File: src/rtl/spi_bus_arbiter_if.sv
// Requester-side and flash-side signal bundle for the SPI bus arbiter.
// The arbiter uses the slave modport; the requesters and flash model use master.
interface spi_bus_arbiter_if;
    logic [1:0] req;
    logic [1:0] gnt;
    logic [1:0] m_clk;
    logic [1:0] m_cs_n;
    logic [1:0] m_mosi;
    logic [1:0] miso;
    logic       SPI_CLK;
    logic       SPI_CS_n;
    logic       SPI_MOSI;
    logic       SPI_MISO;
    logic       busy;
    logic       hold_err;

    modport slave (
        input  req, m_clk, m_cs_n, m_mosi, SPI_MISO,
        output gnt, miso, SPI_CLK, SPI_CS_n, SPI_MOSI, busy, hold_err
    );

    modport master (
        output req, m_clk, m_cs_n, m_mosi, SPI_MISO,
        input  gnt, miso, SPI_CLK, SPI_CS_n, SPI_MOSI, busy, hold_err
    );
endinterface

File: src/rtl/spi_bus_arbiter.sv
// Shares one SPI flash pin set between two masters with transaction-granular
// ownership, a forced deselect gap between owners and a hold watchdog.
module spi_bus_arbiter #(
    parameter int unsigned DESELECT_CYCLES = 4,
    parameter int unsigned MAX_HOLD        = 4096
) (
    input  logic             clk,
    input  logic             IORST_n,
    spi_bus_arbiter_if.slave bus
);

    localparam int unsigned HOLD_W = (MAX_HOLD > 0) ? $clog2(MAX_HOLD + 1) : 1;
    localparam int unsigned GAP_W  = (DESELECT_CYCLES > 1) ? $clog2(DESELECT_CYCLES) : 1;

    typedef enum logic [1:0] {
        ARB_IDLE,
        ARB_OWN0,
        ARB_OWN1,
        ARB_GAP
    } arb_state_e;

    arb_state_e          state_q, state_d;
    logic [1:0]          gnt_q, gnt_d;
    logic                last_q, last_d;
    logic [HOLD_W-1:0]   hold_q, hold_d;
    logic [GAP_W-1:0]    gap_q, gap_d;
    logic                clk_q, clk_d;
    logic                cs_n_q, cs_n_d;
    logic                mosi_q, mosi_d;
    logic                busy_q, busy_d;
    logic                err_q, err_d;

    logic                own_idx;
    logic                pick;
    logic                release_c;
    logic                timeout_c;

    always_ff @(posedge clk or negedge IORST_n) begin
        if (!IORST_n) begin
            state_q <= ARB_IDLE;
            gnt_q   <= 2'b00;
            last_q  <= 1'b1;
            hold_q  <= '0;
            gap_q   <= '0;
            clk_q   <= 1'b0;
            cs_n_q  <= 1'b1;
            mosi_q  <= 1'b0;
            busy_q  <= 1'b0;
            err_q   <= 1'b0;
        end else begin
            state_q <= state_d;
            gnt_q   <= gnt_d;
            last_q  <= last_d;
            hold_q  <= hold_d;
            gap_q   <= gap_d;
            clk_q   <= clk_d;
            cs_n_q  <= cs_n_d;
            mosi_q  <= mosi_d;
            busy_q  <= busy_d;
            err_q   <= err_d;
        end
    end

    // Pins default to the idle values; only an owner that keeps the bus drives them.
    always_comb begin
        state_d   = state_q;
        gnt_d     = gnt_q;
        last_d    = last_q;
        hold_d    = hold_q;
        gap_d     = gap_q;
        clk_d     = 1'b0;
        cs_n_d    = 1'b1;
        mosi_d    = 1'b0;
        err_d     = 1'b0;
        own_idx   = (state_q == ARB_OWN1);
        pick      = 1'b0;
        release_c = 1'b0;
        timeout_c = 1'b0;

        case (state_q)
            ARB_IDLE: begin
                if (bus.req != 2'b00) begin
                    pick    = (bus.req == 2'b11) ? ~last_q : bus.req[1];
                    state_d = pick ? ARB_OWN1 : ARB_OWN0;
                    gnt_d   = pick ? 2'b10 : 2'b01;
                    hold_d  = '0;
                end
            end
            ARB_OWN0, ARB_OWN1: begin
                release_c = !bus.req[own_idx] && bus.m_cs_n[own_idx];
                timeout_c = (MAX_HOLD != 0) && (hold_q == HOLD_W'(MAX_HOLD - 1));
                // A clean release in the watchdog cycle is not reported as an error.
                if (release_c || timeout_c) begin
                    state_d = ARB_GAP;
                    gnt_d   = 2'b00;
                    last_d  = own_idx;
                    gap_d   = GAP_W'(DESELECT_CYCLES - 1);
                    err_d   = !release_c;
                end else begin
                    clk_d   = bus.m_clk[own_idx];
                    cs_n_d  = bus.m_cs_n[own_idx];
                    mosi_d  = bus.m_mosi[own_idx];
                    if (hold_q != '1) begin
                        hold_d = hold_q + HOLD_W'(1);
                    end
                end
            end
            ARB_GAP: begin
                if (gap_q == '0) begin
                    state_d = ARB_IDLE;
                end else begin
                    gap_d = gap_q - GAP_W'(1);
                end
            end
            default: state_d = ARB_IDLE;
        endcase

        busy_d = (state_d != ARB_IDLE);
    end

    assign bus.gnt      = gnt_q;
    assign bus.SPI_CLK  = clk_q;
    assign bus.SPI_CS_n = cs_n_q;
    assign bus.SPI_MOSI = mosi_q;
    assign bus.busy     = busy_q;
    assign bus.hold_err = err_q;
    assign bus.miso     = {2{bus.SPI_MISO}};

endmodule

File: src/flat_wrapper.sv
// flat-port wrapper written by rule: the top's interface ports become plain ports
module spi_bus_arbiter_flat 
#(
    parameter int unsigned DESELECT_CYCLES = 4,
    parameter int unsigned MAX_HOLD        = 4096
)
  (clk, IORST_n, bus_req, bus_m_clk, bus_m_cs_n, bus_m_mosi, bus_SPI_MISO, bus_gnt, bus_miso, bus_SPI_CLK, bus_SPI_CS_n, bus_SPI_MOSI, bus_busy, bus_hold_err);
  spi_bus_arbiter_if bus_i ();
  input  logic clk;
  input  logic IORST_n;
  input wire logic [$bits(bus_i.req)-1:0] bus_req;
  input wire logic [$bits(bus_i.m_clk)-1:0] bus_m_clk;
  input wire logic [$bits(bus_i.m_cs_n)-1:0] bus_m_cs_n;
  input wire logic [$bits(bus_i.m_mosi)-1:0] bus_m_mosi;
  input wire logic [$bits(bus_i.SPI_MISO)-1:0] bus_SPI_MISO;
  output wire logic [$bits(bus_i.gnt)-1:0] bus_gnt;
  output wire logic [$bits(bus_i.miso)-1:0] bus_miso;
  output wire logic [$bits(bus_i.SPI_CLK)-1:0] bus_SPI_CLK;
  output wire logic [$bits(bus_i.SPI_CS_n)-1:0] bus_SPI_CS_n;
  output wire logic [$bits(bus_i.SPI_MOSI)-1:0] bus_SPI_MOSI;
  output wire logic [$bits(bus_i.busy)-1:0] bus_busy;
  output wire logic [$bits(bus_i.hold_err)-1:0] bus_hold_err;
  assign bus_i.req = bus_req;
  assign bus_i.m_clk = bus_m_clk;
  assign bus_i.m_cs_n = bus_m_cs_n;
  assign bus_i.m_mosi = bus_m_mosi;
  assign bus_i.SPI_MISO = bus_SPI_MISO;
  assign bus_gnt = bus_i.gnt;
  assign bus_miso = bus_i.miso;
  assign bus_SPI_CLK = bus_i.SPI_CLK;
  assign bus_SPI_CS_n = bus_i.SPI_CS_n;
  assign bus_SPI_MOSI = bus_i.SPI_MOSI;
  assign bus_busy = bus_i.busy;
  assign bus_hold_err = bus_i.hold_err;
  spi_bus_arbiter #(.DESELECT_CYCLES(DESELECT_CYCLES), .MAX_HOLD(MAX_HOLD)) u_core (.clk(clk), .IORST_n(IORST_n), .bus(bus_i));
endmodule
File: config.mk
export PLATFORM = sky130hd
export DESIGN_NAME = spi_bus_arbiter_flat
export DESIGN_NICKNAME = d
export VERILOG_FILES = /design/src/rtl/spi_bus_arbiter_if.sv /design/src/rtl/spi_bus_arbiter.sv /design/src/flat_wrapper.sv
export SDC_FILE = /design/constraint.sdc
export NUM_CORES = 1
export LEC_CHECK = 0
export ABC_AREA = 1
export BUFFER_PORTS_ARGS = -buffer_cell sky130_fd_sc_hd__buf_2
export CORE_ASPECT_RATIO = 1.1
export CORE_UTILIZATION = 25
export DETAILED_ROUTE_END_ITERATION = 6
export PLACE_DENSITY = 0.5
export SYNTH_ARGS = -nofsm -noshare
export SYNTH_HDL_FRONTEND = slang
export SYNTH_SLANG_ARGS = --single-unit
File: constraint.sdc
create_clock -name clk -period 2.3 [get_ports clk]
set_clock_uncertainty 0.2 [all_clocks]
set_input_delay 0.345 -clock clk [delete_from_list [all_inputs] [get_ports clk]]
set_output_delay 0.345 -clock clk [all_outputs]
set_load 0.05 [all_outputs]
==> reports/metrics.yaml, run 1 <==
floorplan:
  row_count: 29
  die_area_um2: 6450
  core_um2: 5840
  initial_core_util_pct: 26.2
  die_h_um: 84.1
  ios: 20
  fp.dieW_um: 76.7
clocking:
  postCtsSetupBuffers: 0
  cts_max_path_buffers: 2
  cts_tree: "done"
  clk_latency_ns: 0.27
  path_clk_slew_ns: 0.09
  cts_buffers: 3
  cts-root-buf: "clkbuf_8"
  h-tree-depth: 1
  cts_num_sinks: 25
job:
  maxCapViolCount: 0
placed_design:
  hpwl_mm: 2.53
  place.port_buffers: 16
  gp_congestion: 0.730
  dp_slack_ns: 0.191
logic_synthesis:
  synth.area.top_cells: "dfrtp_1 (38%), nand2_1 (13%), ha_1 (5.7%), inv_1 (5.6%), nand3_1 (4.2%)"
  yosysTopAreaCell: "dfrtp_1"
  ys_ff_latch: 25
  async_flop_share_pct: 100
  synth_edf_count: 0
  syn_avg_cell_area_um2: 7.74
  ys_seq_area_share_pct: 41.0
  syn_nets: 216
  ys_types: 33
  synthTopCellsByCount: "nand2_1 (53), dfrtp_1 (23), inv_1 (23)"
  syn_area_um2: 1530
  synth-main-ff-cell: "dfrtp_1"
  synthMostInstantiatedCell: "nand2_1"
  netlist_instances: 198
  yosys_warnings: 0
  synth_top_area_share_pct: 37.6
routing:
  drt_pass1_iterations: 4
  routed_via_density: 4.28
  routedWlPerCell_um: 11.5
  drc_errors: 0
  wirelength_mm: 3.37
  drt_first_iter_violations: 62
  via_count: 1251
  ant_nets: 0
timing:
  max-slew-margin-rel_pct: 62.2
  slew_viol_final: 0
  period_share_pct: 88.5
  hold_viol: 0
  worst_pin_slew_ns: 0.568
  max_freq_ghz: 0.491
  rsz0062_at_grt: "no"
  period_minus_slack_ns: 2.04
  fin_ws_ns: 0.264
  setup_violations: 0
  setup-tns-final_ns: 0
worst_setup_path:
  worstSetupStartpointType: "register"
  critPathMaxFanout: 20
  path_delay_family: "simple AND/OR/NAND/NOR gates"
  cp_num_buf_inv: 3
  worstPathArrival_ns: 2.01
  endpoint_kind: "register"
  cp.required_ns: 2.27
  cpPeakStageDelay_ns: 0.42
  crit_type: "reg -> reg"
  slowest_stage: "dfrtp_1"
  crit_path_frequent_cell: "nand2_1"
  path_cells: "inv_1 -> ha_2 -> inv_1 -> nand2_1 -> nand3_1 -> nand2_2 -> nand2_4 -> nand2_4 -> inv_4 -> nand2_1 -> nand2_1"
power:
  leakage_nw: 0.833
  p_per_area_nw_per_um2: 1100
  ir_worst_vdd_mv: 0.611
final_layout:
  area_delta_synth_final_pct: 13.1
  nets: 234
  nFillCells: 650
  diodes: 0
  drive_above_1_share_pct: 20.9
global_routing:
  grt_pass1_vias: 1293
  gr-usage-all-layers_pct: 11.7
  overflow: 0
  grt_pass1_wl_mm: 6.04
  antenna_found_initial: 0
  grt_max_degree: 26
outcome:
  status: "complete, no violations"
hold_path:
  hp-class: "in -> reg"
==> layer usage <==
layer	routed length, um	part of all wire [%]	up-vias	track usage (%)
li1	-	-	666	-
met1	1650	49	565	15.2
met2	1640	49	18	20.7
met3	75	2.2	2	2.40
met4	8	0.24	0	1.05
met5	0	0	-	0
==> layout by cell type (no fill, tap or decap), types with 2 or more instances in the layout <==
cell type	synthesis	routed
a211oi_1	2	2
a21oi_1	8	8
buf_2	1	16
clkbuf_8	0	3
dfrtp_1	23	23
dfstp_2	2	2
ha_1	7	6
inv_1	23	23
inv_2	3	3
nand2_1	53	53
nand2_2	4	4
nand2_4	2	2
nand3_1	13	12
nand3_2	1	2
nand3b_1	4	4
nand4_1	2	2
nor2_1	13	13
o21ai_0	12	11
o21ai_1	7	8
o21ai_2	2	2
or2_2	2	2
==> worst paths after layout <==
check / slack [ns] / depth (start not counted) / from / endpoint
worst min-delay path: 0.11 / 3 / bus_m_clk[1] / u_core.bus.SPI_CLK
worst max register to register: 0.26 / 11 / u_core.state_q[0] / u_core.hold_q[5]
max in group asynchronous: 1.13 / 2 / IORST_n / u_core.last_q
min in group asynchronous: 0.40 / 2 / IORST_n / u_core.bus.SPI_CLK
worst max-delay path: 0.26 / 11 / u_core.state_q[0] / u_core.hold_q[5]
worst min register to register: 0.30 / 1 / u_core.gap_q[0] / u_core.gap_q[0]
==> sequential cells by signal, indices dropped and copies added (netlist names) <==
register,flops
u_core.bus.SPI_CLK,1
u_core.bus.SPI_CS_n,1
u_core.bus.SPI_MOSI,1
u_core.bus.busy,1
u_core.bus.gnt,2
u_core.bus.hold_err,1
u_core.gap_q,2
u_core.hold_q,13
u_core.last_q,1
u_core.state_q,2
==> report_power, final <==
part	switching (W)	internal (W)	leakage (nW)
registers	0.0000622	0.000556	0.325
clock network	0.000149	0.000121	0.0255
logic	0.000744	0.000270	0.483
==> kinds of logic (layout without fill, tap and decap cells) <==
kind of cell    Yosys count  count (layout)  synth area share, %
simple gates             99              99                 30.4
xor+xnor                  1               1                0.572
flops                    25              25                 41.0
compound gates           34              34                 12.6
buf+inv                  32              49                 9.80
fa+ha+maj                 7               7                 5.71
==> area by class of cell <==
| type | instances | area, um^2 | area share, % |
|---|---|---|---|
| tap | 77 | 96.3 | 5.56 |
| sequential | 25 | 628 | 36.2 |
| multi-input combinational | 141 | 762 | 43.9 |
| inverter | 27 | 104 | 5.99 |
| clock buffer | 3 | 41.3 | 2.38 |
| timing repair buffer | 18 | 97.6 | 5.63 |
| clock inverter | 1 | 5.00 | 0.289 |
==> worst register-to-register path: cells and delay by family, from the launching register on <==
family                   cells  cell delay [ns]
AND/OR/NAND/NOR              7             0.72
adder cells (fa/ha/maj)      1             0.26
flip-flops                   1             0.42
buffers and inverters        3             0.34
==> per-stage QoR <==
step	hold WS (ns)	cell area (um^2)	power [W]	utilization (%)	cells
4_1_cts	0.0936	1730	0.00193	29.6	292
5_1_grt	0.113	1730	0.00209	29.7	292
3_5_place_dp	0.185	1670	0.00164	28.6	287
3_3_place_gp	0.184	1670	0.00164	28.6	287
6_report	0.107	1730	0.00190	29.7	292
2_1_floorplan	-0.151	1530	0.00147	-	198
==> timing repair <==
item | in CTS | in global routing
setup endpoints to repair | 0 | 4
gates resized for setup | 0 | 3
hold buffers | 1 | 0
hold endpoints to repair | 23 | 0
(Power assumes the default switching activity.)
==> inputs of run 2 (changes only) <==
--- a/config.mk
+++ b/config.mk
@@ -7,10 +7,13 @@
 export LEC_CHECK = 0
 export ABC_AREA = 1
 export BUFFER_PORTS_ARGS = -buffer_cell sky130_fd_sc_hd__buf_2
+export CELL_PAD_IN_SITES_DETAIL_PLACEMENT = 1
+export CELL_PAD_IN_SITES_GLOBAL_PLACEMENT = 2
 export CORE_ASPECT_RATIO = 1.1
 export CORE_UTILIZATION = 25
+export CTS_CLUSTER_SIZE = 10
 export DETAILED_ROUTE_END_ITERATION = 6
-export PLACE_DENSITY = 0.5
+export PLACE_DENSITY = 0.71
 export SYNTH_ARGS = -nofsm -noshare
 export SYNTH_HDL_FRONTEND = slang
 export SYNTH_SLANG_ARGS = --single-unit
==> run 2 against run 1 <==
  * Via count rose by 3.8%
  * Register-to-register slack got worse by 0.04 ns
  * Largest power group unchanged
  * Highest routed layer unchanged
  * Design area rose by 1.0%
  * Sequential share of layout area decreased by 0.36 points
  * Flip-flop and latch count is the same
  * Critical endpoint unchanged
  * Critical path type unchanged
  * Die area unchanged
  * Setup slack lost 0.042 ns
  * Wire length up 3.0%
==> reports/metrics.yaml, run 2 (synthesis gave the netlist of run 1 again) <==
global_routing:
  overflow: 0
  global_route.usage.met3_pct: 1.64
  top_usage_layer: "met2"
  use_met1_pct: 14.9
  grtUsageMet2_pct: 21.7
  grt_pass1_wl_mm: 6.22
  antenna_found_initial: 0
  grt_pass1_vias: 1377
  grt_max_degree: 26
  gr-usage-all-layers_pct: 12.2
timing:
  worst_pin_slew_ns: 0.576
  setup-tns-final_ns: 0
  setup_violations: 0
  period_minus_slack_ns: 2.08
  max_freq_ghz: 0.481
  slew_viol_final: 0
  period_share_pct: 90.3
  rsz0062_at_grt: "no"
  hold_viol: 0
  max-slew-margin-rel_pct: 61.6
worst_setup_path:
  crit_type: "reg -> reg"
  worstSetupStartpointType: "register"
  worstPathArrival_ns: 2.09
  cp.required_ns: 2.31
  r2r_slack_ns: 0.22
  endpoint_kind: "register"
  critPathMaxFanout: 20
final_layout:
  design_area_um2: 1750
  area_delta_synth_final_pct: 14.3
  final_common_cell: "nand2_1"
  final_cell_mix: "nand2_1 (53), inv_1 (23), dfrtp_1 (23)"
  largest_reg_flops: 13
  top_register: "u_core.hold_q"
  diodes: 0
  nets: 235
  drive_above_1_share_pct: 21.3
power:
  p_per_area_nw_per_um2: 1110
  ir_worst_vdd_mv: 0.478
  leakage_nw: 0.835
floorplan:
  ios: 20
  core_um2: 5840
  initial_core_util_pct: 26.2
  row_count: 29
  fp.dieW_um: 76.7
  die_h_um: 84.1
  die_area_um2: 6450
routing:
  drc_errors: 0
  wirelength_mm: 3.47
  routedWlPerCell_um: 11.8
  routed_via_density: 4.43
  via_count: 1298
  ant_nets: 0
  drt_pass1_iterations: 4
  drt_first_iter_violations: 43
hold_path:
  hp-class: "in -> reg"
clocking:
  postCtsSetupBuffers: 0
  cts_num_sinks: 25
  cts_buffers: 3
  cts_max_path_buffers: 2
  h-tree-depth: 1
  clk_latency_ns: 0.27
  cts_tree: "done"
  path_clk_slew_ns: 0.09
  cts-root-buf: "clkbuf_8"
placed_design:
  place.port_buffers: 16
  gp_congestion: 0.710
  placed_area_um2: 1680
  hpwl_mm: 2.71
outcome:
  status: "complete, no violations"
job:
  maxCapViolCount: 0
[run 2: cell types whose count changed in the layout (fill, tap and decap cells not counted)]
cell	before	now
clkinv_2	1	0
clkbuf_1	0	1
o21ai_1	8	7
o21ai_0	11	12
ha_1	6	5
nand2_8	0	1
buf_4	1	2
nand2_4	2	1
ha_2	1	2
[run 2: worst paths after layout]
kind                                   startpoint                   to  cells past startpoint
worst min register to register  u_core.bus.gnt[1]    u_core.bus.gnt[1]                      2
min in group asynchronous                 IORST_n     u_core.hold_q[8]                      2
worst max register to register  u_core.state_q[0]     u_core.hold_q[5]                      8
worst min-delay path                bus_m_mosi[0]  u_core.bus.SPI_MOSI                      3
max in group asynchronous                 IORST_n        u_core.last_q                      2
worst max-delay path            u_core.state_q[0]     u_core.hold_q[5]                      8
[run 2: area by class of cell]
cell class              count  area, um^2
flip-flops and latches     25         628
repair buffers             19         105
well taps                  77        96.3
inverters                  27         104
multi-input cells         141         773
clock buffers               4        45.0
fillers                   735        4090
[run 2: worst max-delay path: stages (launching register included)]
cell and delay, ns:
dfrtp_1 0.40, inv_1 0.12, ha_2 0.44, o21ai_0 0.16, a21oi_2 0.29, nand2_8 0.17
inv_4 0.12, nand2_1 0.06, nand2_1 0.07
[run 2: per-layer routing]
metal / part of all wire (%) / vias up
li1: - / 669
met1: 46 / 607
met2: 50 / 17
met3: 2.7 / 5
met4: 1.2 / 0
met5: 0 / -
[run 2: repair_timing]
action,in CTS,in global routing
gates resized for setup,0,4
hold endpoints to repair,23,0
setup endpoints to repair,0,16
hold buffers,1,0
[run 2: per-stage QoR]
step / instances / total power, W / utilization, % / hold slack (ns) / setup slack [ns]
floorplan: 198 / 0.00147 / - / -0.151 / 0.475
CTS: 293 / 0.00194 / 29.7 / 0.0999 / 0.0910
global route: 293 / 0.00214 / 30.0 / 0.110 / 0.0477
global placement: 288 / 0.00167 / 28.7 / 0.195 / 0.118
finish: 293 / 0.00194 / 30.0 / 0.109 / 0.223
detailed placement: 288 / 0.00166 / 28.7 / 0.199 / 0.100
[run 2: power by group]
group	switching, W	total, W	internal (W)	leakage, nW
Clock	0.000137	0.000261	0.000124	0.0228
Sequential	0.0000606	0.000616	0.000556	0.325
Combinational	0.000761	0.00107	0.000304	0.488
